==> config.mk <==
export PLATFORM = sky130hd
export DESIGN_NAME = aes_block_sequencer
export DESIGN_NICKNAME = d
export VERILOG_FILES = /design/src/rtl/aes_block_sequencer.sv
export SDC_FILE = /design/constraint.sdc
export NUM_CORES = 1
export LEC_CHECK = 0
export CAP_MARGIN = 0
export CORE_MARGIN = 2
export CORE_UTILIZATION = 57
export CTS_BUF_LIST = sky130_fd_sc_hd__clkbuf_4
export DETAILED_ROUTE_END_ITERATION = 8
export GPL_TIMING_DRIVEN = 0
export PLACE_DENSITY_LB_ADDON = 0.15
export SYNTH_ARGS = -nofsm -noshare
export SYNTH_HDL_FRONTEND = slang
export SYNTH_SLANG_ARGS = --single-unit
==> constraint.sdc <==
create_clock -name clk_in -period 5.6 [get_ports clk_in]
set_clock_uncertainty 0.05 [all_clocks]
set_input_delay 0.56 -clock clk_in [delete_from_list [all_inputs] [get_ports clk_in]]
set_output_delay 0.56 -clock clk_in [all_outputs]
set_load 0.005 [all_outputs]
==> src/rtl/aes_block_sequencer.sv <==
// aes_block_sequencer
// Sequences a multi-block AES command over the engine and buffer memory.
// Accepts one command (mode, base word address, block count). It issues the engine control
// word once per 128-bit block and advances the block address by 4 words after each block.
// It also reports progress and sticky done/error status. A per-block watchdog and a software
// abort are included.
//
// Ports:
//   clk_in, rst_in                 clock, asynchronous active-low reset
//   cmd_valid_in / cmd_ready_out   command handshake (ready only in IDLE)
//   cmd_decrypt_in                 1 = decrypt, 0 = encrypt
//   cmd_base_addr_in               first word address of the first block
//   cmd_num_blocks_in              number of blocks to process
//   abort_in                       abort the running command
//   clear_in                       clear done/err/err_code
//   aes_ctrl_out                   {valid_result, decrypt, encrypt} to the engine
//   aes_blk_addr_out               word address of the current block
//   aes_complete_in                engine single-cycle block-done pulse
//   busy_out, done_out, err_out    status; done/err are sticky
//   err_code_out                   00 none, 01 range, 10 timeout, 11 abort
//   blocks_done_out                blocks completed in the current/last command
module aes_block_sequencer #(
    parameter int unsigned ADDR_W         = 10,
    parameter int unsigned NUM_W          = 9,
    parameter int unsigned TIMEOUT_CYCLES = 4096
) (
    input  logic              clk_in,
    input  logic              rst_in,
    input  logic              cmd_valid_in,
    output logic              cmd_ready_out,
    input  logic              cmd_decrypt_in,
    input  logic [ADDR_W-1:0] cmd_base_addr_in,
    input  logic [NUM_W-1:0]  cmd_num_blocks_in,
    input  logic              abort_in,
    input  logic              clear_in,
    output logic [2:0]        aes_ctrl_out,
    output logic [ADDR_W-1:0] aes_blk_addr_out,
    input  logic              aes_complete_in,
    output logic              busy_out,
    output logic              done_out,
    output logic              err_out,
    output logic [1:0]        err_code_out,
    output logic [NUM_W-1:0]  blocks_done_out
);

    localparam int unsigned WDOG_W = (TIMEOUT_CYCLES > 2) ? $clog2(TIMEOUT_CYCLES) : 1;
    localparam int unsigned SUM_W  = ADDR_W + NUM_W + 2;
    localparam logic [WDOG_W-1:0] WDOG_LAST = WDOG_W'(TIMEOUT_CYCLES - 1);

    localparam logic [1:0] ErrNone    = 2'b00;
    localparam logic [1:0] ErrRange   = 2'b01;
    localparam logic [1:0] ErrTimeout = 2'b10;
    localparam logic [1:0] ErrAbort   = 2'b11;

    localparam logic [2:0] CtrlOff    = 3'b000;
    localparam logic [2:0] CtrlResult = 3'b100;

    typedef enum logic [1:0] {StIdle, StRun, StGap} state_e;

    state_e              state_q, state_d;
    logic [2:0]          ctrl_q, ctrl_d;
    logic [ADDR_W-1:0]   blk_addr_q, blk_addr_d;
    logic                done_q, done_d;
    logic                err_q, err_d;
    logic [1:0]          err_code_q, err_code_d;
    logic [NUM_W-1:0]    blocks_done_q, blocks_done_d;
    logic                decrypt_q, decrypt_d;
    logic [NUM_W-1:0]    num_q, num_d;
    logic [WDOG_W-1:0]   wdog_q, wdog_d;

    // End address is computed wide enough that it can never wrap.
    logic [SUM_W-1:0]    end_addr;
    logic [SUM_W-1:0]    addr_limit;
    logic                range_err;
    logic [NUM_W-1:0]    blocks_inc;

    assign end_addr   = SUM_W'(cmd_base_addr_in) + (SUM_W'(cmd_num_blocks_in) << 2);
    assign addr_limit = SUM_W'(1) << ADDR_W;
    assign range_err  = (cmd_base_addr_in[1:0] != 2'b00) || (end_addr > addr_limit);
    assign blocks_inc = blocks_done_q + NUM_W'(1);

    always_comb begin
        state_d       = state_q;
        ctrl_d        = ctrl_q;
        blk_addr_d    = blk_addr_q;
        done_d        = done_q;
        err_d         = err_q;
        err_code_d    = err_code_q;
        blocks_done_d = blocks_done_q;
        decrypt_d     = decrypt_q;
        num_d         = num_q;
        wdog_d        = wdog_q;

        // Status updates below are assigned later, so they override a same-cycle clear.
        if (clear_in) begin
            done_d     = 1'b0;
            err_d      = 1'b0;
            err_code_d = ErrNone;
        end

        unique case (state_q)
            StIdle: begin
                if (cmd_valid_in) begin
                    done_d        = 1'b0;
                    err_d         = 1'b0;
                    err_code_d    = ErrNone;
                    blocks_done_d = '0;
                    decrypt_d     = cmd_decrypt_in;
                    num_d         = cmd_num_blocks_in;
                    if (range_err) begin
                        done_d     = 1'b1;
                        err_d      = 1'b1;
                        err_code_d = ErrRange;
                        ctrl_d     = CtrlOff;
                    end else if (cmd_num_blocks_in == '0) begin
                        done_d = 1'b1;
                        ctrl_d = CtrlOff;
                    end else begin
                        state_d    = StRun;
                        blk_addr_d = cmd_base_addr_in;
                        ctrl_d     = {1'b0, cmd_decrypt_in, ~cmd_decrypt_in};
                        wdog_d     = '0;
                    end
                end
            end

            StRun: begin
                wdog_d = wdog_q + WDOG_W'(1);
                if (aes_complete_in) begin
                    blocks_done_d = blocks_inc;
                end
                if (abort_in) begin
                    state_d    = StIdle;
                    ctrl_d     = CtrlOff;
                    done_d     = 1'b1;
                    err_d      = 1'b1;
                    err_code_d = ErrAbort;
                end else if (aes_complete_in) begin
                    if (blocks_inc == num_q) begin
                        state_d = StIdle;
                        done_d  = 1'b1;
                        ctrl_d  = CtrlResult;
                    end else begin
                        // One GAP cycle drops the start bits so the engine sees a new edge.
                        state_d    = StGap;
                        ctrl_d     = CtrlResult;
                        blk_addr_d = blk_addr_q + ADDR_W'(4);
                    end
                end else if (wdog_q == WDOG_LAST) begin
                    state_d    = StIdle;
                    ctrl_d     = CtrlOff;
                    done_d     = 1'b1;
                    err_d      = 1'b1;
                    err_code_d = ErrTimeout;
                end
            end

            StGap: begin
                if (abort_in) begin
                    state_d    = StIdle;
                    ctrl_d     = CtrlOff;
                    done_d     = 1'b1;
                    err_d      = 1'b1;
                    err_code_d = ErrAbort;
                end else begin
                    state_d = StRun;
                    ctrl_d  = {1'b0, decrypt_q, ~decrypt_q};
                    wdog_d  = '0;
                end
            end

            default: begin
                state_d = StIdle;
                ctrl_d  = CtrlOff;
            end
        endcase
    end

    always_ff @(posedge clk_in or negedge rst_in) begin
        if (!rst_in) begin
            state_q       <= StIdle;
            ctrl_q        <= CtrlOff;
            blk_addr_q    <= '0;
            done_q        <= 1'b0;
            err_q         <= 1'b0;
            err_code_q    <= ErrNone;
            blocks_done_q <= '0;
            decrypt_q     <= 1'b0;
            num_q         <= '0;
            wdog_q        <= '0;
        end else begin
            state_q       <= state_d;
            ctrl_q        <= ctrl_d;
            blk_addr_q    <= blk_addr_d;
            done_q        <= done_d;
            err_q         <= err_d;
            err_code_q    <= err_code_d;
            blocks_done_q <= blocks_done_d;
            decrypt_q     <= decrypt_d;
            num_q         <= num_d;
            wdog_q        <= wdog_d;
        end
    end

    assign cmd_ready_out    = (state_q == StIdle);
    assign busy_out         = (state_q != StIdle);
    assign aes_ctrl_out     = ctrl_q;
    assign aes_blk_addr_out = blk_addr_q;
    assign done_out         = done_q;
    assign err_out          = err_q;
    assign err_code_out     = err_code_q;
    assign blocks_done_out  = blocks_done_q;

endmodule
==> results by group, run 1 <==
Outcome
  – Outcome: finished clean

Place
  – PortBufs: 52
  – HPWL Detailed: 6860 microns
  – Placed Cells: 528
  – GPL Wtd Cong: 0.960
  – Pre-CTS WS: 1.41 ns

Logic synthesis
  – Ys async rst share: 100%
  – Synthesized netlist cell count: 400
  – Area contributors post-synth: dfrtp_1 35%, ha_1 5.6%, o21ai_0 5.5%, nor2_1 3.1%, nand2_1 2.6%
  – Cell Area, Synth: 3580 sq um
  – EDFF count, synth: 0
  – Main synth FF type: dfrtp_1
  – Syn Nets: 443
  – Post-synth top area share: 35.0%
  – Synthesis Warnings: 0
  – Cell type with the largest total area after synthesis: dfrtp_1
  – Top-count cell post-synth: dfrtp_1
  – Yosys reg bits: 50
  – Synth cell count leaders: 50 x dfrtp_1, 39 x o21ai_0, 30 x nor2_1, 25 x nand2_1, 17 x a21oi_1
  – Syn Area/Cell: 8.94 sq um
  – Synth unique cells: 67
  – Seq/Total Area, Yosys: 35.0%

Worst setup path
  – WS Path Type: primary input to flip-flop
  – Highest-delay cell along the critical path: clkdlybuf4s50_1
  – Worst-path fanout max: 6
  – Arr. time, crit path: 4.09 ns
  – Startpoint Class: primary input
  – Worst-case reg-to-reg path depth: 9
  – Critical Path RT: 5.84 ns
  – FF-to-FF setup slack: 2.57 ns
  – Critical Path End Type: flip-flop
  – Crit path cell chain: clkdlybuf4s50_1, ha_1, inv_1, fa_1, nor4b_1, o221ai_1, or4_4, o31a_4, o31ai_4, nand2_2, a221o_1
  – Critical Path Max Stage Delay: 0.52 ns

Detailed routing
  – Via count: 3313
  – DR WL/cell: 17.0 microns
  – DR iter-0 viols: 216
  – Pre-antenna DRT Iters: 6
  – Antenna violation net count after detailed routing: 0
  – Vias per std cell: 6.18
  – Final WL: 9100 microns
  – Drt drc: 0

Pwr
  – Leak pwr: 0.00175 uW
  – Worst vdd ir: 0.000233 V
  – Pwr Density: 358 nW/um^2
  – Power, Total: 1530 uW

Global routing
  – GRT overflow: 0
  – First-pass GRT wire length: 15500 microns
  – Largest net degree at the start of global routing: 38
  – Number of global-route vias before repair: 3336
  – Initial antenna violation count: 0
  – Total GRT Usage: 26.6%

STA
  – Final setup TNS: 0 ns
  – RSZ-0062 raised after global routing: false
  – Final Slew Violations: 0
  – Tmin final: 3.86 ns
  – Worst Slack Setup Final: 1.74 ns
  – Worst-Margin Slew: 0.809 ns
  – Tcrit/Tclk final: 68.9%
  – Final hold vios: 0
  – Final Setup Violations: 0
  – Fmax: 0.259 GHz
  – Relative slew slack: 45.6%

Layout
  – Multi-input gate area: 2190 sq um
  – Sequential cell area: 1250 sq um
  – Fill cells: 468
  – Area Overhead vs Synth: 19.3%
  – N_diodes: 0
  – Nets: 503
  – Layout Cells excl Fill: 536
  – Layout cells sized above 1: 9.33%

Clocking
  – Clock transition at path regs: 0.15 ns
  – H-tree levels: 2
  – Root Driver: clkbuf_4
  – Clock Sinks: 50
  – # resized after CTS: 0
  – Clk buf depth: 2
  – Cts bufs inserted: 5
  – Worst-skew pair later-pin latency: 0.38 ns
  – CTS Hold Bufs: 0
  – CTS tree: built
  – Setup bufs post-CTS: 0

Floorplanning
  – Initial core utilization: 59.7%
  – I/O Pins: 54
  – Die Area: 6930 sq um
  – Die Y: 83.2 microns
  – Die W: 83.2 microns
  – Core Rows: 28
  – Area of the core: 5990 sq um

Worst hold path
  – Hold WC Path Type: primary input to async pin

Job
  – Max-cap viol count: 0
==> report_power, final <==
group | leakage [uW] | switching [uW] | internal [uW]
registers | 0.000642 | 109 | 461
clock network | 0.0000331 | 120 | 52.3
logic | 0.00108 | 411 | 374
==> metrics by stage <==
step | cell area, sq um | hold slack [ns] | utilization [%]
2_1_floorplan | 3580 | 0.214 | -
3_3_place_gp | 4190 | 0.425 | 70.0
3_5_place_dp | 4210 | 0.440 | 70.2
4_1_cts | 4260 | 0.0134 | 71.1
5_1_grt | 4270 | 0.00620 | 71.2
6_report | 4270 | 0.00387 | 71.2
==> flip-flops by register name, indices dropped and copies added, names as in the netlist <==
signal,count
aes_blk_addr_out,10
done_out,1
blocks_done_out,9
aes_ctrl_out,3
wdog_q,12
num_q,9
err_out,1
state_q,2
err_code_out,2
decrypt_q,1
==> cells by family after synthesis <==
| logic type | after synthesis | synth area share (%) |
|---|---|---|
| compound gates | 126 | 24.6 |
| xor+xnor | 12 | 2.94 |
| fa+ha+maj | 17 | 6.16 |
| buf+inv | 31 | 3.99 |
| flops | 50 | 35.0 |
| mux | 15 | 4.48 |
| simple gates | 149 | 22.9 |
==> metal layers <==
metal  vias to the layer above  GRT usage (%)  share of wire, %
li1                       1624              -                 -
met1                      1565           34.6                45
met2                       104           44.8                47
met3                        20           4.77               5.6
met4                         0           9.09               2.2
met5                         -              0                 0
==> final cells by class <==
cell class              instances  area share, %
repair buffers                 53           12.6
inverters                      14           1.23
well taps                      75           2.20
plain buffers                  17           2.11
flip-flops and latches         50           29.3
clock inverters                 2          0.205
multi-input cells             319           51.3
clock buffers                   6           1.06
==> cells in the final DEF, fill, tap and decap left out, types with 11 or more instances in the layout <==
cell and count:
nand3_1 15, clkbuf_1 11, nor3_1 11, a21oi_1 17, nand2_1 25, clkdlybuf4s50_1 51, o21ai_0 39, ha_1 16
nor2_1 30, and3_1 13, inv_1 13, dfrtp_1 50
==> worst paths after layout <==
kind,from,endpoint
setup / recovery,cmd_num_blocks_in[0],state_q[0]
hold / removal,rst_in,blocks_done_out[7]
setup reg to reg,blocks_done_out[2],aes_blk_addr_out[9]
hold reg to reg,wdog_q[11],wdog_q[11]
max in group asynchronous,rst_in,aes_blk_addr_out[4]
min in group clk_in,wdog_q[11],wdog_q[11]
==> worst max-delay path: cells and delay by family <==
kind,cells,cell delay (ns)
buffers and inverters,2,0.58
AOI/OAI and AO/OA,4,1.35
and+or+nand+nor,3,0.92
adders and majority gates,2,0.68
Power figures use the tool's default switching activity.
==> run 2, diff against run 1 <==
--- a/config.mk
+++ b/config.mk
@@ -7,7 +7,7 @@
 export LEC_CHECK = 0
 export CAP_MARGIN = 0
 export CORE_MARGIN = 2
-export CORE_UTILIZATION = 57
+export CORE_UTILIZATION = 56
 export CTS_BUF_LIST = sky130_fd_sc_hd__clkbuf_4
 export DETAILED_ROUTE_END_ITERATION = 8
 export GPL_TIMING_DRIVEN = 0
==> constraint.sdc (replaced) <==
create_clock -name clk_in -period 3.9 [get_ports clk_in]
set_clock_uncertainty 0.05 [all_clocks]
set_input_delay 0.39 -clock clk_in [delete_from_list [all_inputs] [get_ports clk_in]]
set_output_delay 0.39 -clock clk_in [all_outputs]
set_load 0.005 [all_outputs]
==> results by group, run 2 (synthesized netlist as in run 1, its figures left out) <==
Worst setup path
  – Buf+Inv Stages, Crit Path: 3 (was 2)
  – Delay-heaviest family, CP: simple AND/OR/NAND/NOR gates (was compound AO/OA/AOI/OAI gates)
  – Highest-delay cell along the critical path: clkdlybuf4s50_1 (unchanged)
  – FF-to-FF setup slack: 0.75 ns (was 2.57 ns)
  – RR Endpoint: aes_blk_addr_out[7] (was aes_blk_addr_out[9])
  – Crit path cell chain: clkdlybuf4s50_1, ha_1, inv_1, fa_1, nor4b_2, o221ai_1, or4_4, nor4_1, o21ai_1, or2_0, buf_2, o41ai_2 (was clkdlybuf4s50_1, ha_1, inv_1, fa_1, nor4b_1, o221ai_1, or4_4, o31a_4, o31ai_4, nand2_2, a221o_1)
  – Startpoint Class: primary input (unchanged)
  – Arr. time, crit path: 3.85 ns (was 4.09 ns)
  – Critical Path RT: 4.12 ns (was 5.84 ns)
  – Critical Path Max Stage Delay: 0.54 ns (was 0.52 ns)
  – Worst-case reg-to-reg path depth: 9 (unchanged)
  – WS Path Type: primary input to flip-flop (unchanged)
  – Critical Path End Type: flip-flop (unchanged)
  – RR Startpoint: blocks_done_out[2] (unchanged)
  – Worst-path fanout max: 10 (was 6)

Place
  – HPWL Detailed: 6890 microns (was 6860 microns)
  – PortBufs: 52 (unchanged)
  – Pre-CTS WS: -0.191 ns (was 1.41 ns)
  – GPL Wtd Cong: 0.880 (was 0.960)
  – Placed cell area: 4210 sq um (about the same)

STA
  – Final setup TNS: 0 ns (unchanged)
  – Fmax: 0.276 GHz
  – Hold_ws: 0.444 ns (was 0.00387 ns)
  – Final Slew Violations: 0 (unchanged)
  – Final Setup Violations: 0 (unchanged)
  – Worst-Margin Slew: 0.890 ns (was 0.809 ns)
  – Tmin final: 3.63 ns
  – Tcrit/Tclk final: 93.1%
  – Relative slew slack: 40.2% (was 45.6%)
  – Final hold vios: 0 (unchanged)
  – Worst Slack Setup Final: 0.271 ns (was 1.74 ns)

Clocking
  – Clock Sinks: 50 (unchanged)
  – Clock transition at path regs: 0.14 ns (was 0.15 ns)
  – Cts bufs inserted: 5 (unchanged)
  – Worst-skew pair later-pin latency: 0.37 ns (was 0.38 ns)
  – Clk buf depth: 2 (unchanged)
  – H-tree levels: 2 (unchanged)
  – Root Driver: clkbuf_4 (unchanged)
  – CTS tree: built (unchanged)

Detailed routing
  – Via count: 3339 (was 3313)
  – Antenna violation net count after detailed routing: 0 (unchanged)
  – Drt drc: 0 (unchanged)
  – Vias per std cell: 6.21 (was 6.18)
  – DR WL/cell: 17.0 microns (about the same)
  – Pre-antenna DRT Iters: 5 (was 6)
  – Final WL: 9130 microns (was 9100 microns)
  – DR iter-0 viols: 237 (was 216)

Global routing
  – Total GRT Usage: 26.4% (was 26.6%)
  – First-pass GRT wire length: 15200 microns (was 15500 microns)
  – Largest net degree at the start of global routing: 28 (was 38)
  – Busiest layer in global routing: met2 (unchanged)
  – Initial antenna violation count: 0 (unchanged)
  – Met1 Usage GRT: 35.6% (was 34.6%)
  – GR Layer Usage met3: 3.66% (was 4.77%)
  – GRT overflow: 0 (unchanged)
  – Met2 usage: 44.5% (was 44.8%)
  – Number of global-route vias before repair: 3131 (was 3336)

Floorplanning
  – I/O Pins: 54 (unchanged)
  – Die Y: 83.9 microns (was 83.2 microns)
  – Core Rows: 29 (was 28)
  – Die Area: 7040 sq um (was 6930 sq um)
  – Area of the core: 6280 sq um (was 5990 sq um)
  – Die W: 83.9 microns (was 83.2 microns)
  – Initial core utilization: 57.0% (was 59.7%)

Layout
  – Commonest non-fill, non-tap cell in the layout: clkdlybuf4s50_1 (unchanged)
  – Most frequent cells in the layout: 51 x clkdlybuf4s50_1, 50 x dfrtp_1, 39 x o21ai_0 (unchanged)
  – Final Cell Area: 4300 sq um (was 4270 sq um)
  – N_diodes: 0 (unchanged)
  – Area Overhead vs Synth: 20.3% (was 19.3%)
  – Nets: 504 (was 503)
  – Number of flip-flops in the largest register: 12 (unchanged)
  – Biggest register: wdog_q (unchanged)
  – Layout cells sized above 1: 9.33% (unchanged)

Worst hold path
  – Hold depth: 1
  – Min-Delay Endpoint: wdog_q[11]
  – Hold WC Path Type: flip-flop to flip-flop (was primary input to async pin)
  – Hold Crit Start: wdog_q[11]

Pwr
  – Worst vdd ir: 0.000333 V (was 0.000233 V)
  – Pwr Density: 519 nW/um^2 (was 358 nW/um^2)
  – Leak pwr: 0.00176 uW (was 0.00175 uW)

Job
  – Max-cap viol count: 0 (unchanged)

Outcome
  – Outcome: finished clean (unchanged)
## run 2: per-stage QoR
stage / util (%) / total power (uW) / cells
CTS: 68.3 / 2230 / 538
detailed placement: 67.1 / 1930 / 530
finish: 68.6 / 2240 / 538
global route: 68.6 / 2390 / 538
floorplan: - / 1510 / 400
global placement: 66.8 / 1890 / 529
## run 2: cell type report
class | count | area (sq um)
multi-input cells | 319 | 2200
fillers | 523 | 1970
flip-flops and latches | 50 | 1250
repair buffers | 54 | 546
well taps | 77 | 96.3
plain buffers | 17 | 90.1
inverters | 14 | 52.6
clock buffers | 5 | 37.5
clock inverters | 2 | 33.8
## run 2: worst register-to-register path, cell delays in order, from the launching register on
cell      delay (ns)
dfrtp_1         0.38
clkbuf_1        0.32
nand3_1         0.36
or2_2           0.42
o311ai_0        0.55
and4b_1         0.35
o31ai_1         0.12
buf_2           0.22
a21oi_1         0.20
nor3b_2         0.06
## run 2: how the worst max path moves through the flow
stage               slack [ns]  cells after the start          to            startpoint
finish                    0.27                     12  wdog_q[10]  cmd_num_blocks_in[0]
global route             -0.02                     12  wdog_q[10]  cmd_num_blocks_in[0]
global placement         -0.13                     11  state_q[0]  cmd_num_blocks_in[0]
detailed placement       -0.19                     12  wdog_q[10]  cmd_num_blocks_in[0]
floorplan                 0.75                     10  state_q[0]   cmd_base_addr_in[2]
CTS                       0.18                     12  wdog_q[10]  cmd_num_blocks_in[0]
## run 2: what timing repair did
item | in CTS | in global routing
hold buffers | 1 | 0
gates resized for setup | 0 | 2
hold endpoints to repair | 23 | 0
setup buffers | 0 | 0
setup endpoints to repair | 0 | 18
## run 2: power by group
part | total [uW] | switching, uW | internal (uW)
clock | 294 | 164 | 130
sequential | 814 | 151 | 662
combinational | 1130 | 591 | 538
## run 2: routing by layer
layer | vias to the layer above | share of wire (%)
li1 | 1622 | -
met2 | 103 | 48
met1 | 1598 | 46
met3 | 16 | 4.2
met5 | - | 0
met4 | 0 | 1.6
